--- src/rtl/mix_columns_engine.sv ---
// Iterative AES MixColumns / InvMixColumns / bypass engine. It accepts a 128-bit state,
// transforms COLS columns per beat in place, and returns the state on a valid/ready port.
module mix_columns_engine #(
    parameter int COLS = 1
) (
    input  logic         clk,
    input  logic         rst,
    input  logic         in_valid,
    output logic         in_ready,
    input  logic [127:0] in_data,
    input  logic [1:0]   in_mode,
    output logic         out_valid,
    input  logic         out_ready,
    output logic [127:0] out_data,
    output logic         busy
);

    localparam int         N    = 4 / COLS;
    localparam logic [1:0] LAST = 2'(N - 1);

    typedef enum logic [1:0] {IDLE, BUSY, DONE} state_t;

    state_t       state_q, state_d;
    logic [127:0] work_q, work_d;
    logic [1:0]   mode_q, mode_d;
    logic [1:0]   cnt_q, cnt_d;
    logic         out_valid_q, out_valid_d;
    logic         busy_q, busy_d;

    function automatic logic [7:0] xtime(input logic [7:0] x);
        return {x[6:0], 1'b0} ^ (x[7] ? 8'h1b : 8'h00);
    endfunction

    // One column, row 0 in the MSB byte. Constant multiples come from chained xtime.
    function automatic logic [31:0] mix_col(input logic [31:0] col, input logic [1:0] mode);
        logic [7:0]  a  [4];
        logic [7:0]  x2 [4];
        logic [7:0]  x4 [4];
        logic [7:0]  x8 [4];
        logic [7:0]  r;
        logic [31:0] res;
        int          j1, j2, j3;
        res = col;
        for (int i = 0; i < 4; i++) begin
            a[i]  = col[31-8*i -: 8];
            x2[i] = xtime(a[i]);
            x4[i] = xtime(x2[i]);
            x8[i] = xtime(x4[i]);
        end
        for (int i = 0; i < 4; i++) begin
            j1 = (i + 1) % 4;
            j2 = (i + 2) % 4;
            j3 = (i + 3) % 4;
            case (mode)
                2'b00:   r = x2[i] ^ x2[j1] ^ a[j1] ^ a[j2] ^ a[j3];
                2'b01:   r = (x8[i] ^ x4[i] ^ x2[i]) ^ (x8[j1] ^ x2[j1] ^ a[j1])
                           ^ (x8[j2] ^ x4[j2] ^ a[j2]) ^ (x8[j3] ^ a[j3]);
                default: r = a[i];
            endcase
            res[31-8*i -: 8] = r;
        end
        return res;
    endfunction

    assign in_ready  = (state_q == IDLE) & ~rst;
    assign out_valid = out_valid_q;
    assign out_data  = work_q;
    assign busy      = busy_q;

    always_comb begin
        state_d     = state_q;
        work_d      = work_q;
        mode_d      = mode_q;
        cnt_d       = cnt_q;
        out_valid_d = out_valid_q;
        busy_d      = busy_q;
        case (state_q)
            IDLE: begin
                if (in_valid) begin
                    work_d  = in_data;
                    mode_d  = in_mode;
                    cnt_d   = 2'd0;
                    busy_d  = 1'b1;
                    state_d = BUSY;
                end
            end
            BUSY: begin
                // Column c belongs to beat c/COLS.
                for (int c = 0; c < 4; c++) begin
                    if ((c / COLS) == 32'(cnt_q))
                        work_d[127-32*c -: 32] = mix_col(work_q[127-32*c -: 32], mode_q);
                end
                if (cnt_q == LAST) begin
                    state_d     = DONE;
                    out_valid_d = 1'b1;
                end else begin
                    cnt_d = cnt_q + 2'd1;
                end
            end
            DONE: begin
                if (out_ready) begin
                    state_d     = IDLE;
                    out_valid_d = 1'b0;
                    busy_d      = 1'b0;
                end
            end
            default: begin
                state_d     = IDLE;
                out_valid_d = 1'b0;
                busy_d      = 1'b0;
            end
        endcase
    end

    always_ff @(posedge clk or posedge rst) begin
        if (rst) begin
            state_q     <= IDLE;
            work_q      <= 128'h0;
            mode_q      <= 2'b00;
            cnt_q       <= 2'd0;
            out_valid_q <= 1'b0;
            busy_q      <= 1'b0;
        end else begin
            state_q     <= state_d;
            work_q      <= work_d;
            mode_q      <= mode_d;
            cnt_q       <= cnt_d;
            out_valid_q <= out_valid_d;
            busy_q      <= busy_d;
        end
    end

endmodule

--- config.mk ---
export PLATFORM = sky130hd
export DESIGN_NAME = mix_columns_engine
export DESIGN_NICKNAME = d
export VERILOG_FILES = /design/src/rtl/mix_columns_engine.sv
export SDC_FILE = /design/constraint.sdc
export NUM_CORES = 1
export LEC_CHECK = 0
export ABC_AREA = 1
export CAP_MARGIN = 10
export CELL_PAD_IN_SITES_DETAIL_PLACEMENT = 0
export CELL_PAD_IN_SITES_GLOBAL_PLACEMENT = 1
export CORE_AREA = 2 2 247 249
export DETAILED_ROUTE_END_ITERATION = 8
export DIE_AREA = 0 0 249 251
export PLACE_DENSITY = 0.87
export SYNTH_ARGS = -nofsm -noshare
export SYNTH_HDL_FRONTEND = slang
export SYNTH_SLANG_ARGS = --single-unit
--- constraint.sdc ---
create_clock -name clk -period 5.4 [get_ports clk]
set_clock_uncertainty 0.15 [all_clocks]
set_input_delay 0.54 -clock clk [delete_from_list [all_inputs] [get_ports clk]]
set_output_delay 0.54 -clock clk [all_outputs]
set_load 0.01 [all_outputs]
==> out/metrics.yaml <==
status: "finished clean"
wl_um: 89300
drive_gt1_share_pct: 4.96
seq_area_frac_synth_pct: 13.7
critPathTopFamily: "buffers and inverters"
hold_viol: 0
cpPeakStageDelay_ps: 860
antenna_found_initial: 0
holdBufCountCts: 0
gp_congestion: 0.970
start_util_pct: 41.5
globalRouteOverflowTotal: 0
cts_tree: "yes"
fin_hold_ws_ps: 369
synth-seq-cells: 136
grt_use_total_pct: 28.3
synth_top_cells_by_count: "nand2_1 (1,323), xor2_1 (594), xnor2_1 (345), inv_1 (343), nor2_1 (268)"
crit_top_cell: "inv_2"
maxSlewHeadroom_pct: 22.5
area_delta_synth_final_pct: 13.5
path_cells: "inv_1, nor2_4, inv_2, nor2_1, nor2_2, inv_2, a21oi_1, a22oi_1"
finalMaxSlewViolations: 0
synth_top_area_share_pct: 21.0
min_to: "out_valid"
cts-resized-gates: 0
nets: 4218
clk_pin_slew_ps: 70
worst_setup_path_end_kind: "flip-flop"
die_h_um: 251
tightest_slew_ps: 1160
cp.required_ps: 5610
ant_nets: 0
critical_path.startpoint_type: "flip-flop"
r2r_cells: 8
hp-class: "flip-flop to flip-flop"
rsz0062_at_grt: "false"
die_x_um: 249
post_cts_buffers: 0
crit_arrival_ps: 3740
setup.worst_path.start: "state_q[0]"
clock_path_buffers: 2
rows: 90
hp-start: "out_valid"
async_flop_share_pct: 100
vias: 24673
crit_slowest_cell: "nor2_2"
grt_pass1_vias: 22845
vias_per_cell: 5.06
synth_cells: 3975
drc: 0
cts_htree_levels: 4
clock_latency_ps: 510
routedWlPerCell_um: 18.3
post-route-min-period_ps: 3540
clkSinkCount: 136
netlist_top_cells_area: "xor2_1 (21%), nand2_1 (20%), dfrtp_1 (14%)"
worst_r2r_endpoint: "out_data[71]"
synth_edf_count: 0
io_pins: 265
postSynthAreaPerCell_um2: 6.24
synth.most_common_cell: "nand2_1"
cp_num_buf_inv: 3
holdPathStages: 2
cts_root_buf: "clkbuf_16"
yosys_warnings: 0
post_dp_cell_area_um2: 27500
grt_pass1_wl_um: 137000
synth_ff_type: "dfrtp_1"
setup_violations: 0
drt-pass1-iter-count: 5
worst-setup-path-type: "flip-flop to flip-flop"
grt_max_degree: 210
tns_ps: 0
finalCritPeriodShare_pct: 65.5
reg2reg_slack_ps: 1860
fmax_mhz: 283
dp_hpwl_um: 66300
die_area_um2: 62500
portBuffers: 264
synth_top_area_cell: "xor2_1"
design.core.area_um2: 59800
ys_types: 46
cts_made_buffers: 17
r2r_start: "state_q[0]"
cap_violations: 0
syn-num-nets: 4113
diodes: 0
drt-initial-drc-count: 2081
fin_area_um2: 28200
crit_path_max_fanout: 46
synth_area_um2: 24800
layout make-up:
cell class | count | area [um2]
clock buffer | 18 | 429
clock inverter | 14 | 199
fill | 6269 | 31600
inverter | 377 | 1430
multi-input combinational | 3268 | 18900
sequential | 136 | 3400
tap | 782 | 978
timing repair buffer | 280 | 2790
layout by cell type, fill, tap and decap left out, types with 8 or more instances in the layout:
cell type | Yosys | routed
xor2_2 | 22 | 22
nand3_1 | 245 | 245
a21oi_1 | 137 | 137
clkdlybuf4s50_1 | 0 | 264
inv_1 | 343 | 342
xnor2_2 | 21 | 21
xor2_1 | 594 | 594
nand3b_1 | 16 | 16
o21ai_0 | 132 | 132
a22oi_1 | 13 | 13
nand2_1 | 1323 | 1323
clkbuf_16 | 0 | 17
buf_4 | 38 | 14
nand2b_1 | 8 | 8
nor2_1 | 268 | 266
xnor2_1 | 345 | 345
dfrtp_1 | 136 | 136
or2_1 | 10 | 10
inv_2 | 28 | 27
o21bai_1 | 17 | 17
nand2_2 | 40 | 40
or2_2 | 20 | 20
layer usage:
layer | GRT usage, % | share of wire, % | routed length, um | vias up
met3 | 3.30 | 6.6 | 5910 | 122
met1 | 38.9 | 45 | 40400 | 11399
met2 | 46.2 | 46 | 40900 | 868
met5 | 0 | 0 | 0 | -
met4 | 8.99 | 2.4 | 2180 | 0
li1 | - | - | - | 12284
worst max-delay path by stage:
stage                    to  slack (ps)  depth (start not counted)
4_1_cts        out_data[71]        1850                          8
3_3_place_gp   out_data[71]        1800                          7
6_report       out_data[71]        1860                          8
2_1_floorplan          busy        1070                          1
5_1_grt        out_data[71]        1490                          8
3_5_place_dp   out_data[71]        1740                          7
flip-flops by register name, indices dropped and copies added (netlist names):
register	flops
state_q	2
busy	1
mode_q	2
out_valid	1
out_data	128
cnt_q	2
worst min-delay path, cell delays in order, from the launching register on:
cell and delay, ps:
dfrtp_1 380, inv_1 50, a21oi_1 50
per-stage QoR:
step                utilization (%)  setup WS, ps  cells
CTS                            47.1          1850   4875
detailed placement             46.1          1740   4843
floorplan                         -          1070   3975
finish                         47.1          1860   4875
global placement               46.1          1800   4843
global route                   47.1          1490   4875
cells by family (layout without fill, tap and decap cells):
family / Yosys count / count (layout) / synth area share, %
and+or+nand+nor: 1947 / 1947 / 32.0
xor gates and xnor gates: 992 / 992 / 37.0
buffers and inverters: 571 / 689 / 10.0
AOI/OAI and AO/OA: 324 / 324 / 7.01
DFF: 136 / 136 / 13.7
adders and majority gates: 4 / 4 / 0.202
muxes: 1 / 1 / 0.0454
Power is left out: the tool's default activity adds up to more than one toggle a clock period on the data nets, which glitch-free logic cannot reach.
